`src/rtl/b2bcd_pkg.sv`:
```
// Shared constants and helpers for the sequential binary-to-BCD converter.
package b2bcd_pkg;

  // FSM state encoding
  localparam logic [1:0] IDLE  = 2'd0;
  localparam logic [1:0] SHIFT = 2'd1;
  localparam logic [1:0] DONE  = 2'd2;

  // Bits per BCD digit
  localparam int DIGIT_W = 4;

  // Double-dabble correction: a digit of 5 or more gets 3 added before the shift
  function automatic logic [3:0] add3_adj(input logic [3:0] d);
    return (d >= 4'd5) ? 4'(d + 4'd3) : d;
  endfunction

endpackage

```
`src/rtl/b2bcd_seq_digit.sv`:
```
// One BCD digit of the shift-add-3 chain. The digit value it would take on
// the next shift and the bit it passes to the next digit are both exposed.
module bcd_digit_cell
  import b2bcd_pkg::*;
(
  input  logic               clk,
  input  logic               i_clr,
  input  logic               i_shift_en,
  input  logic               i_shift_in,
  output logic [DIGIT_W-1:0] o_digit_nxt,
  output logic               o_shift_out
);

  logic [DIGIT_W-1:0] r_digit;
  logic [DIGIT_W-1:0] w_adj;

  assign w_adj       = add3_adj(r_digit);
  assign o_shift_out = w_adj[DIGIT_W-1];
  assign o_digit_nxt = {w_adj[DIGIT_W-2:0], i_shift_in};

  // Scratch digit: cleared on load, adjusted and shifted each SHIFT cycle
  always_ff @(posedge clk) begin
    if (i_clr) begin
      r_digit <= '0;
    end else if (i_shift_en) begin
      r_digit <= o_digit_nxt;
    end
  end

endmodule

```
`src/rtl/b2bcd_seq.sv`:
```
// Sequential binary-to-BCD converter (double dabble), one input bit per clock,
// valid/ready on both sides, optional two's-complement input.
module b2bcd_seq
  import b2bcd_pkg::*;
#(
  parameter int WIDTH     = 16,
  parameter int DIGIT     = 5,
  parameter int SIGNED_IN = 0
) (
  input  logic                     clk,
  input  logic                     rst,
  input  logic                     in_valid,
  output logic                     in_ready,
  input  logic [WIDTH-1:0]         Binary_code,
  output logic                     out_valid,
  input  logic                     out_ready,
  output logic [DIGIT*DIGIT_W-1:0] BCD_code,
  output logic                     BCD_sign,
  output logic                     BCD_ovf
);

  localparam int               CNT_W    = $clog2(WIDTH);
  localparam logic [CNT_W-1:0] LAST_CNT = CNT_W'(WIDTH - 1);

  logic [1:0]               r_state;
  logic [CNT_W-1:0]         r_cnt;
  logic [WIDTH-1:0]         r_mag;
  logic                     r_sign;
  logic                     r_ovf;
  logic                     w_accept;
  logic                     w_shift;
  logic                     w_last;
  logic                     w_neg;
  logic [WIDTH-1:0]         w_mag_load;
  logic [DIGIT:0]           w_chain;
  logic [DIGIT*DIGIT_W-1:0] w_bcd_next;

  assign in_ready  = (r_state == IDLE);
  assign out_valid = (r_state == DONE);
  assign w_accept  = in_valid & in_ready;
  assign w_shift   = (r_state == SHIFT);
  assign w_last    = w_shift & (r_cnt == LAST_CNT);

  // Most negative input negates to 2^(WIDTH-1), which still fits unsigned
  assign w_neg      = (SIGNED_IN != 0) & Binary_code[WIDTH-1];
  assign w_mag_load = w_neg ? (-Binary_code) : Binary_code;

  // Magnitude MSB feeds digit 0; each digit feeds the next; the top digit's
  // carry-out is the overflow bit.
  assign w_chain[0] = r_mag[WIDTH-1];

  for (genvar gi = 0; gi < DIGIT; gi++) begin : g_digit
    bcd_digit_cell u_cell (
      .clk         (clk),
      .i_clr       (w_accept),
      .i_shift_en  (w_shift),
      .i_shift_in  (w_chain[gi]),
      .o_digit_nxt (w_bcd_next[gi*DIGIT_W +: DIGIT_W]),
      .o_shift_out (w_chain[gi+1])
    );
  end

  // Control FSM with bit counter, sign latch and sticky overflow
  always_ff @(posedge clk or posedge rst) begin
    if (rst) begin
      r_state <= IDLE;
      r_cnt   <= '0;
      r_sign  <= 1'b0;
      r_ovf   <= 1'b0;
    end else begin
      case (r_state)
        IDLE: begin
          if (in_valid) begin
            r_state <= SHIFT;
            r_cnt   <= '0;
            r_sign  <= w_neg;
            r_ovf   <= 1'b0;
          end
        end
        SHIFT: begin
          r_cnt <= r_cnt + CNT_W'(1);
          r_ovf <= r_ovf | w_chain[DIGIT];
          if (w_last) begin
            r_state <= DONE;
            r_cnt   <= '0;
          end
        end
        DONE: begin
          if (out_ready) begin
            r_state <= IDLE;
          end
        end
        default: r_state <= IDLE;
      endcase
    end
  end

  // Magnitude register: loaded on accept, shifted into the digit chain
  always_ff @(posedge clk) begin
    if (w_accept) begin
      r_mag <= w_mag_load;
    end else if (w_shift) begin
      r_mag <= {r_mag[WIDTH-2:0], 1'b0};
    end
  end

  // Result registers: capture the final shift so outputs only change entering DONE
  always_ff @(posedge clk or posedge rst) begin
    if (rst) begin
      BCD_code <= '0;
      BCD_sign <= 1'b0;
      BCD_ovf  <= 1'b0;
    end else if (w_last) begin
      BCD_code <= w_bcd_next;
      BCD_sign <= r_sign;
      BCD_ovf  <= r_ovf | w_chain[DIGIT];
    end
  end

endmodule
```
`config.mk`:
```
export PLATFORM = sky130hd
export DESIGN_NAME = b2bcd_seq
export DESIGN_NICKNAME = d
export VERILOG_FILES = /design/src/rtl/b2bcd_pkg.sv /design/src/rtl/b2bcd_seq_digit.sv /design/src/rtl/b2bcd_seq.sv
export SDC_FILE = /design/constraint.sdc
export NUM_CORES = 1
export LEC_CHECK = 0
export ABC_AREA = 1
export ABC_CLOCK_PERIOD_IN_PS = 4070
export BUFFER_PORTS_ARGS = -buffer_cell sky130_fd_sc_hd__buf_2
export CORE_MARGIN = 2
export CORE_UTILIZATION = 55
export DETAILED_ROUTE_END_ITERATION = 8
export HOLD_SLACK_MARGIN = 0.08
export PLACE_DENSITY = 0.83
export SLEW_MARGIN = 20
export SYNTH_ARGS = -nofsm -noshare
export SYNTH_HDL_FRONTEND = slang
export SYNTH_SLANG_ARGS = --single-unit
```
`constraint.sdc`:
```
create_clock -name clk -period 4.07 [get_ports clk]
set_clock_uncertainty 0.1 [all_clocks]
set_input_delay 0.2035 -clock clk [delete_from_list [all_inputs] [get_ports clk]]
set_output_delay 0.2035 -clock clk [all_outputs]
set_load 0.05 [all_outputs]
```
==> impl_results.md, run 1 <==
* Initial Util at 0.581
* Syn Nets at 359
* Die Footprint at 6070 sq um
* Core Region at 5170 sq um
* CP Max Fanout at 23
* Via count at 2483
* FFs w/ async S/R, synth at 0.438
* Nets at 420
* Std cell rows at 26
* Worst vdd ir at 414 uV
* Hold_sp: Binary_code[5]
* Fillers at 354
* Port Buf Inserts at 42
* All-Layer GR Usage at 0.225
* RSZ-0062 raised after global routing: false
* Max stage delay on crit path at 0.62 ns
* Pre-CTS WS at 1.91 ns
* # resized after CTS at 0
* Die W at 77.9 um
* Critical-path cell list: o21ai_2, inv_1, o21ai_0
* Final HPWL DP at 4.01 mm
* Post-synthesis mux area share at 0.0650
* Pins over their slew limit at 0
* MaxCap Viol Count at 0
* P per Cell Area at 906 nW/um^2
* Synth Area in XOR/XNOR at 0.00292
* Gr ovfl total at 0
* Max clock buf depth at 2
* Vias in the first global route at 2439
* Top_reg_cell synth: dfrtp_1
* CP max-delay cell: o21ai_2
* Final WS setup at 1.85 ns
* Compound-Gate Fraction of Synth Area at 0.0754
* Worst skew pair latency at 0.34 ns
* Status: complete, no violations
* Netlist cell types at 27
* Pre-antenna DRT Iters at 5
* Fin Setup TNS at 0 ns
* Die span in y at 77.9 um
* Drt initial violations at 171
* Final WL at 6.30 mm
* Routed Antenna Nets at 0
* Pleak at 1.84 nW
* Global-route wire length before repair at 10.6 mm
* Post-Synth Simple-Gate Area at 0.223
* Adder-cell share of the synthesized area at 0.0458
* CP endpoint kind: flip-flop
* I/O pins at 44
* N_diodes at 0
* WL/cell at 13.6 um
* Final setup violating endpoints at 0
* Required time of the critical path at 4.22 ns
* HP Class: input port to flip-flop
* Mean Syn Cell Area at 9.16 sq um
* Post-Synthesis Cells at 328
* CTS clk-pin slew, worst paths at 0.07 ns
* Worst Setup SP: r_state[0]
* Max Freq at 0.449 GHz
* Post-CTS Setup Inserts at 0
* CTS tree: done
* Setup crit start kind: flip-flop
* Fin crit share at 0.547
* Slew headroom at 0.448
* Setup CP Type: flip-flop to flip-flop
* Vias per inst at 5.35
* YS warnings at 0
* Synth Register Bits at 64
* Worst-Margin Slew at 0.827 ns
* Root buffer cell: clkbuf_8
* Final hold violations at 0
* Pin count of the biggest net entering global routing at 29
* Clk sinks at 64
* Final core utilization at 0.697
* Syn Std Cell Area at 3000 sq um
* Gpl congestion at 0.803
* Initial antenna violation count at 0
* Layout cell share with drive strength beyond 1 at 0.198
* Final worst path period need at 2.22 ns
* Critical Path AT at 2.37 ns
* Post-synth EDFFs at 16
* Area Growth Syn to Fin at 20.1%
* CTS buffer count at 9
* Worst flop-to-flop path startpoint: r_state[0]
* CTS H-tree depth at 3
* Largest family of logic cells by synthesized area: simple AND/OR/NAND/NOR gates
* Final hold slack at 0.0788 ns
* Sequential-to-total area share from yosys stat at 0.527
* Residual DRC at 0
[critical path: cells and delay by family, from the launching register on]
family	cells	cell delay, ns
buffers and inverters	1	0.61
DFF	1	0.46
AOI/OAI and AO/OA	2	0.96
[report_power, final]
part           switching (mW)  internal [mW]
registers               0.211          0.999
clock network           0.242          0.338
logic                    1.00          0.476
[per-layer routing]
layer	global-route usage	wire, um	vias up
met1	0.250	2540	1178
met5	0	0	-
met4	0.118	163	0
li1	-	-	1207
met3	0.0558	310	18
met2	0.398	3280	80
[timing repair]
| action | CTS | global route |
|---|---|---|
| hold buffers | 16 | 1 |
| hold endpoints to repair | 40 | 1 |
| endpoints found under the setup margin | 0 | 0 |
[cell families (layout without fill, tap and decap cells)]
logic type | Yosys count | after routing
xor gates and xnor gates | 1 | 1
adders and majority gates | 11 | 11
and+or+nand+nor | 158 | 158
AOI/OAI and AO/OA | 41 | 41
DFF | 64 | 64
other | 1 | 1
muxes | 15 | 15
buffers and inverters | 37 | 103
[flip-flops by register name, indices dropped and copies added (netlist names)]
| register | flops |
|---|---|
| BCD_code | 20 |
| g_digit.u_cell.r_digit | 20 |
| r_mag | 16 |
| r_cnt | 4 |
| r_state | 2 |
| BCD_ovf | 1 |
| r_ovf | 1 |
[path summary, 6_finish.rpt]
kind                       slack (ns)                            to  cells past startpoint
max                              1.85  g_digit[1].u_cell.r_digit[3]                      3
min                              0.08                      r_mag[5]                      2
max reg2reg                      1.85  g_digit[1].u_cell.r_digit[3]                      3
min reg2reg                      0.37                   BCD_code[8]                      2
max in group asynchronous        3.07                   BCD_code[8]                      3
min in group asynchronous        0.39                  BCD_code[12]                      3
[Yosys cell counts (2+ instances only)]
cell,instances,share of area
nor2_1,2,0.0025
buf_4,4,0.010
o211ai_1,4,0.010
nand2_1,111,0.14
dfxtp_1,20,0.13
buf_6,3,0.011
dfrtp_1,28,0.23
inv_2,2,0.0025
buf_2,2,0.0033
mux2_4,7,0.035
edfxtp_1,16,0.16
a21oi_1,14,0.023
ha_1,11,0.046
mux2_2,8,0.030
nor2_4,2,0.0075
nand3_1,40,0.067
o21ai_0,19,0.032
inv_1,26,0.032
[layout make-up]
class / count / area [sq um] / share of cell area
multi-input cells: 227 / 1240 / 0.344
flip-flops and latches: 64 / 1580 / 0.438
repair buffers: 59 / 380 / 0.105
well taps: 70 / 87.6 / 0.0243
clock buffers: 9 / 124 / 0.0343
inverters: 28 / 105 / 0.0291
clock inverters: 7 / 86.3 / 0.0239
[stage by stage]
stage | power [mW] | cell area, sq um | cells
global placement | 2.58 | 3230 | 431
global route | 3.50 | 3610 | 464
detailed placement | 2.66 | 3230 | 431
floorplan | 2.34 | 3000 | 328
finish | 3.27 | 3610 | 464
CTS | 3.27 | 3600 | 463
[layout by cell type (no fill, tap or decap)]
cell,instances
nand2_1,111
buf_2,42
nand3_1,40
dfrtp_1,28
inv_1,25
dfxtp_1,20
o21ai_0,19
dlygate4sd3_1,17
edfxtp_1,16
a21oi_1,14
ha_1,11
clkbuf_8,9
mux2_2,8
mux2_4,7
o211ai_1,4
inv_2,3
clkinv_1,3
nor2_4,2
nor2_1,2
bufinv_16,2
clkinvlp_4,2
nand2_2,1
nand4_1,1
nand2_4,1
xor2_1,1
o21ai_2,1
o31ai_1,1
a22o_1,1
o22ai_1,1
conb_1,1
Note: power is estimated with default switching activity, not from simulation.
==> run 2: changes to the inputs <==
- ABC_AREA: 1 -> 0
- ABC_CLOCK_PERIOD_IN_PS: 4070 -> 2000
- CORE_UTILIZATION: 55 -> 51
- PLACE_DENSITY: 0.83 -> 0.82
- clock period: 4.07 -> 2 ns (I/O delays scaled with it)
==> impl_results.md, run 2 <==
* Status: complete, no violations (unchanged)
* Vias per inst at 5.20 (was 5.35)
* Largest regs: BCD_code (20), g_digit.u_cell.r_digit (20), r_mag (16) (unchanged)
* P per Cell Area at 1780 nW/um^2 (was 906 nW/um^2)
* Std cell rows at 27 (was 26)
* Routed Antenna Nets at 0 (unchanged)
* Slew headroom at 0.651 (was 0.448)
* CP Max Fanout at 29 (was 23)
* Global-route wire length before repair at 9.78 mm (was 10.6 mm)
* Critical-path cell list: ha_1, nand3_1, or2_1, buf_4, nand2_1, o21ai_1 (was o21ai_2, inv_1, o21ai_0)
* Residual DRC at 0 (unchanged)
* YS warnings at 0 (unchanged)
* Sequential-to-total area share from yosys stat at 0.551 (was 0.527)
* Die span in y at 79.0 um (was 77.9 um)
* Root buffer cell: clkbuf_8 (unchanged)
* Fin Setup TNS at 0 ns (unchanged)
* I/O pins at 44 (unchanged)
* Max Freq at 0.576 GHz (was 0.449 GHz)
* Drt initial violations at 129 (was 171)
* WL/cell at 14.2 um (was 13.6 um)
* CTS tree: done (unchanged)
* Netlist cell types at 36 (was 27)
* R2R depth at 6 (was 3)
* Max stage delay on crit path at 0.41 ns (was 0.62 ns)
* CTS H-tree depth at 3 (unchanged)
* Final HPWL DP at 3.68 mm (was 4.01 mm)
* MaxCap Viol Count at 0 (unchanged)
* Top cells by area, synth: dfrtp_1 24%, edfxtp_1 17%, dfxtp_1 14% (was dfrtp_1 23%, edfxtp_1 16%, nand2_1 14%)
* Final setup violating endpoints at 0 (unchanged)
* CTS buffer count at 9 (unchanged)
* Worst-Margin Slew at 0.522 ns (was 0.827 ns)
* Fin cells at 416 (was 464)
* Most frequent cells in the layout: 42 x buf_2, 37 x nand2_1, 28 x dfrtp_1, 26 x o21ai_0, 20 x dfxtp_1 (was 111 x nand2_1, 42 x buf_2, 40 x nand3_1, 28 x dfrtp_1, 25 x inv_1)
* Pre-antenna DRT Iters at 4 (was 5)
* Design Area, Final at 3520 sq um (was 3610 sq um)
* Worst flop-to-flop path startpoint: r_cnt[0] (was r_state[0])
* Via count at 2165 (was 2483)
* Vias in the first global route at 2077 (was 2439)
* Final WL at 5.91 mm (was 6.30 mm)
* Final hold violations at 0 (unchanged)
* Core Region at 5470 sq um (was 5170 sq um)
* RSZ-0062 raised after global routing: false (unchanged)
* Setup crit start kind: flip-flop (unchanged)
* # placed instances at 381 (was 431)
* RR Endpoint: BCD_code[12] (was g_digit[1].u_cell.r_digit[3])
* Die Footprint at 6240 sq um (was 6070 sq um)
* Top-count cell post-synth: nand2_1 (unchanged)
* Gpl congestion at 0.746 (was 0.803)
* Register-to-register path setup slack at 0.26 ns (was 1.85 ns)
* Worst hold path stage count at 4 (was 2)
* Area Growth Syn to Fin at 22.9% (was 20.1%)
* Worst vdd ir at 818 uV (was 414 uV)
* Mean Syn Cell Area at 10.5 sq um (was 9.16 sq um)
* Hold endpoint: r_cnt[1] (was r_mag[5])
* Syn Nets at 303 (was 359)
* Required time of the critical path at 2.11 ns (was 4.22 ns)
* All-Layer GR Usage at 0.206 (was 0.225)
* Layout cell share with drive strength beyond 1 at 0.218 (was 0.198)
* # resized after CTS at 0 (unchanged)
* Post-Synthesis Cells at 272 (was 328)
* Syn Std Cell Area at 2870 sq um (was 3000 sq um)
* Clk sinks at 64 (unchanged)
* Pleak at 1.60 nW (was 1.84 nW)
* Final worst path period need at 1.74 ns (was 2.22 ns)
* Delay-heaviest family, CP: simple AND/OR/NAND/NOR gates (was compound AO/OA/AOI/OAI gates)
* Fin crit share at 0.868 (was 0.547)
* Leading cell type in the layout, fill and taps excluded: buf_2 (was nand2_1)
* Top cells by count, synth: 37 x nand2_1, 28 x dfrtp_1, 26 x o21ai_0, 20 x dfxtp_1, 16 x edfxtp_1 (was 111 x nand2_1, 40 x nand3_1, 28 x dfrtp_1, 26 x inv_1, 20 x dfxtp_1)
* Critical Path AT at 1.84 ns (was 2.37 ns)
* Setup CP Type: flip-flop to flip-flop (unchanged)
* Top_reg_cell synth: dfrtp_1 (unchanged)
* HP Class: input port to flip-flop (unchanged)
* Nets at 370 (was 420)
* Yosys top cell area share at 0.244 (was 0.233)
* DP Area at 3160 sq um (was 3230 sq um)
* N_diodes at 0 (unchanged)
* Port Buf Inserts at 42 (unchanged)
* CP endpoint kind: flip-flop (unchanged)
* Worst skew pair latency at 0.33 ns (was 0.34 ns)
* Max clock buf depth at 2 (unchanged)
* Final hold slack at 0.232 ns (was 0.0788 ns)
* Gr ovfl total at 0 (unchanged)
* FFs w/ async S/R, synth at 0.438 (unchanged)
* Post-synth EDFFs at 16 (unchanged)
* Die W at 79.0 um (was 77.9 um)
* CTS clk-pin slew, worst paths at 0.07 ns (about the same)
* Pins over their slew limit at 0 (unchanged)
* Pin count of the biggest net entering global routing at 30 (was 29)
* Cell taking the most area after synthesis: dfrtp_1 (unchanged)
* CP max-delay cell: dfrtp_1 (was o21ai_2)
* Initial antenna violation count at 0 (unchanged)
* Hold_sp: in_valid (was Binary_code[5])
* Worst Setup SP: r_cnt[0] (was r_state[0])
* Synth Register Bits at 64 (unchanged)
* Initial Util at 0.524 (was 0.581)
* Buf+Inv Stages, Crit Path at 1 (unchanged)
run 2: cell count changes in the layout (fill, tap and decap cells not counted), moves of 6 or more:
cell	before	now
nand2_1	111	37
nand3_1	40	1
o21ai_1	0	15
inv_1	25	13
mux2_1	0	9
nor2_1	2	11
o22ai_1	1	10
nand2b_1	0	8
o21ai_0	19	26
a31oi_1	0	6
buf_4	0	6
run 2: kinds of logic after synthesis:
family / after synthesis / synth area share
compound gates: 71 / 0.133
xor+xnor: 5 / 0.0153
fa+ha+maj: 11 / 0.0480
buf+inv: 25 / 0.0414
flops: 64 / 0.551
mux: 20 / 0.0864
other cells: 1 / 0.00131
simple gates: 75 / 0.123
run 2: per-layer routing:
layer	global-route usage	vias up	routed length, um
li1	-	1084	-
met1	0.265	1024	2590
met2	0.326	47	2940
met3	0.0534	10	247
met4	0.0983	0	129
met5	0	-	0
run 2: worst min-delay path, cell delays in order:
cell	delay, ns
buf_2	0.10
and2_1	0.15
buf_4	0.20
o21ai_1	0.08
run 2: area by class of cell:
class	count	area [sq um]
Clock buffer	11	131
Clock inverter	5	47.5
Fill cell	442	1950
Inverter	14	52.6
Multi-Input combinational cell	183	1180
Sequential cell	64	1580
Tap cell	72	90.1
Timing Repair Buffer	67	445
run 2: stage by stage:
step	setup slack, ns	power (mW)	utilization
after floorplan	0.149	4.57	-
after CTS	0.286	6.28	0.644
after global placement	0.377	5.08	0.577
after global routing	0.0866	6.72	0.644
after detailed placement	0.303	5.21	0.577
final	0.264	6.28	0.644
run 2: where the power goes:
| group | internal [mW] | leakage, nW | switching [mW] |
|---|---|---|---|
| Sequential | 2.01 | 0.704 | 0.361 |
| Clock | 0.564 | 0.0922 | 0.469 |
| Combinational | 1.05 | 0.800 | 1.83 |
| Total | 3.62 | 1.60 | 2.66 |
run 2: what timing repair did:
action                                  4_1_cts  5_1_grt
endpoints found under the hold margin        45        0
endpoints found under the setup margin        0        0
buffers inserted                              0        0
hold buffers                                 19        0
run 2: worst max-delay path by stage:
| stage | endpoint | slack, ns | depth (start not counted) |
|---|---|---|---|
| floorplan | r_mag[10] | 0.15 | 5 |
| global placement | g_digit[2].u_cell.r_digit[2] | 0.38 | 6 |
| detailed placement | BCD_code[9] | 0.30 | 6 |
| CTS | BCD_code[10] | 0.29 | 6 |
| global route | BCD_code[16] | 0.09 | 6 |
| finish | BCD_code[12] | 0.26 | 6 |
==> run 3: changes to the inputs <==
- CORE_UTILIZATION: 51 -> 52
- SYNTH_HIERARCHICAL: not set -> 1
==> impl_results.md, run 3 <==
* Compound-Gate Fraction of Synth Area at 0.103 (was 0.133)
* Vias per inst at 5.47 (was 5.20)
* Layout cell share with drive strength beyond 1 at 0.261 (was 0.218)
* Post-CTS Setup Inserts at 0 (unchanged)
* Adder-cell share of the synthesized area at 0.0396 (was 0.0480)
* Post-synthesis mux area share at 0.153 (was 0.0863)
* WL/cell at 14.5 um (was 14.2 um)
* Post-Synthesis Cells at 334 (was 272)
* Pleak at 1.87 nW (was 1.60 nW)
* Die Footprint at 7360 sq um (was 6240 sq um)
* FFs w/ async S/R, synth at 0.438 (unchanged)
* CTS tree: done (unchanged)
* Routed Antenna Nets at 0 (unchanged)
* Final worst path period need at 1.92 ns (was 1.74 ns)
* CTS clk-pin slew, worst paths at 0.07 ns (about the same)
* Via count at 2598 (was 2165)
* CP Max Fanout at 13 (was 29)
* P per Cell Area at 1810 nW/um^2 (was 1780 nW/um^2)
* Top_reg_cell synth: dfrtp_1 (unchanged)
* Mean Syn Cell Area at 10.4 sq um (was 10.5 sq um)
* Post-Synth Simple-Gate Area at 0.172 (was 0.123)
* Final setup violating endpoints at 0 (unchanged)
* Top cells by count, synth: 32 x nor2_1, 28 x dfrtp_1, 24 x mux2_2, 20 x dfxtp_1, 18 x nand2_1 (was 37 x nand2_1, 28 x dfrtp_1, 26 x o21ai_0, 20 x dfxtp_1, 16 x edfxtp_1)
* Area Growth Syn to Fin at 17.7% (was 22.9%)
* Setup crit start kind: flip-flop (unchanged)
* Leading cell type in the layout, fill and taps excluded: buf_2 (unchanged)
* Yosys top cell area share at 0.201 (was 0.244)
* Final HPWL DP at 4.38 mm (was 3.68 mm)
* Top cells by area, synth: dfrtp_1 20%, edfxtp_1 14%, dfxtp_1 12% (was dfrtp_1 24%, edfxtp_1 17%, dfxtp_1 14%)
* Required time of the critical path at 2.13 ns (was 2.11 ns)
* Syn Nets at 365 (was 303)
* Cts hold-fix bufs at 19 (unchanged)
* Sequential-to-total area share from yosys stat at 0.455 (was 0.551)
* Max Freq at 0.520 GHz (was 0.576 GHz)
* Syn Std Cell Area at 3480 sq um (was 2870 sq um)
* Failing checks: DRC
* Drt initial violations at 150 (was 129)
* Gr ovfl total at 0 (unchanged)
* Vias in the first global route at 2411 (was 2077)
* Residual DRC at 2 (was 0)
* Critical Path AT at 2.05 ns (was 1.84 ns)
* Largest regs: BCD_code (20), g_digit.u_cell/r_digit (20), r_mag (16) (was BCD_code (20), g_digit.u_cell.r_digit (20), r_mag (16))
* Status: finished with violations (was complete, no violations)
* CTS buffer count at 9 (unchanged)
* Worst skew pair latency at 0.35 ns (was 0.33 ns)
* Largest family of logic cells by synthesized area: simple AND/OR/NAND/NOR gates (was compound AO/OA/AOI/OAI gates)
* MaxCap Viol Count at 0 (unchanged)
* Synth Register Bits at 64 (unchanged)
* N_diodes at 0 (unchanged)
* Max clock buf depth at 2 (unchanged)
* YS warnings at 6 (was 0)
* All-Layer GR Usage at 0.203 (was 0.206)
* Pin count of the biggest net entering global routing at 53 (was 30)
* Cell taking the most area after synthesis: dfrtp_1 (unchanged)
* Top-count cell post-synth: nor2_1 (was nand2_1)
* Setup CP Type: flip-flop to flip-flop (unchanged)
* Fin Setup TNS at 0 ns (unchanged)
* Post-synth EDFFs at 16 (unchanged)
* HP Class: input port to flip-flop (unchanged)
* Clk sinks at 64 (unchanged)
* Die W at 85.8 um (was 79.0 um)
* Core Region at 6420 sq um (was 5470 sq um)
* Std cell rows at 29 (was 27)
* RSZ-0062 raised after global routing: false (unchanged)
* Root buffer cell: clkbuf_8 (unchanged)
* Overall power at 7.41 mW (was 6.28 mW)
* Synth Area in XOR/XNOR at 0.0126 (was 0.0153)
* CP endpoint kind: flip-flop (unchanged)
* Port Buf Inserts at 42 (unchanged)
* Pre-antenna DRT Iters at 9 (was 4)
* Nets at 424 (was 370)
* CTS H-tree depth at 3 (unchanged)
* Die span in y at 85.8 um (was 79.0 um)
* Worst vdd ir at 980 uV (was 818 uV)
* Gpl congestion at 0.821 (was 0.746)
* Fin crit share at 0.962 (was 0.868)
* Global-route wire length before repair at 11.7 mm (was 9.78 mm)
* Final hold violations at 0 (unchanged)
* Netlist cell types at 43 (was 36)
* Final WL at 6.88 mm (was 5.91 mm)
* Initial antenna violation count at 0 (unchanged)
* Initial Util at 0.542 (was 0.524)
* # resized after CTS at 0 (unchanged)
* Most frequent cells in the layout: 42 x buf_2, 32 x nor2_1, 28 x dfrtp_1, 24 x mux2_2, 20 x dfxtp_1 (was 42 x buf_2, 37 x nand2_1, 28 x dfrtp_1, 26 x o21ai_0, 20 x dfxtp_1)
* Pins over their slew limit at 0 (unchanged)
* I/O pins at 44 (unchanged)
[run 3: area by class of cell]
class                   instances  area [sq um]
clock inverters                 3          17.5
multi-input cells             228          1680
inverters                      21          78.8
flip-flops and latches         64          1580
well taps                      77          96.3
clock buffers                  13           159
fillers                       511          2330
repair buffers                 69           485
[run 3: worst max-delay path: stages, from the launching register on]
cell and delay, ns:
dfrtp_1 0.43, ha_1 0.26, nand3_2 0.13, nor3b_4 0.25, buf_4 0.26, mux2_2 0.37
[run 3: path summary, 6_finish.rpt]
path,from,endpoint,slack (ns),depth (start not counted)
min reg2reg,BCD_code[19],BCD_code[19],0.38,1
max in group asynchronous,rst,BCD_code[0],1.24,4
max reg2reg,r_cnt[0],BCD_code[8],0.08,5
max,r_cnt[0],BCD_code[8],0.08,5
min in group asynchronous,rst,BCD_code[3],0.28,4
min,in_valid,r_cnt[0],0.14,4
[run 3: report_power, final]
part,leakage (nW),total (mW),switching (mW),internal [mW]
combinational,1.11,3.79,2.15,1.63
sequential,0.671,2.62,0.580,2.04
clock,0.0894,1.00,0.490,0.514
total,1.87,7.41,3.22,4.18
[run 3: metrics by stage]
stage	instances	util	hold slack (ns)	cell area [sq um]	worst slack, ns
global placement	440	0.581	0.0848	3730	0.261
floorplan	334	-	0.0654	3480	0.0440
detailed placement	440	0.581	0.0957	3730	0.158
global route	475	0.638	0.165	4100	0.0110
CTS	475	0.638	0.143	4100	0.152
finish	475	0.638	0.142	4100	0.0759
[run 3: layer usage]
metal  track usage  wire [um]  part of all wire
met4        0.0794        164             0.024
met3        0.0549        333             0.048
met2         0.321       3390              0.49
met1         0.267       2990              0.43
met5             0          0                 0
[run 3: cell families (layout without fill, tap and decap cells)]
| family | Yosys count | count (layout) |
|---|---|---|
| DFF | 64 | 64 |
| and+or+nand+nor | 109 | 109 |
| AOI/OAI and AO/OA | 56 | 56 |
| adders and majority gates | 11 | 11 |
| buffers and inverters | 42 | 106 |
| muxes | 46 | 46 |
| xor gates and xnor gates | 5 | 5 |
| other | 1 | 1 |
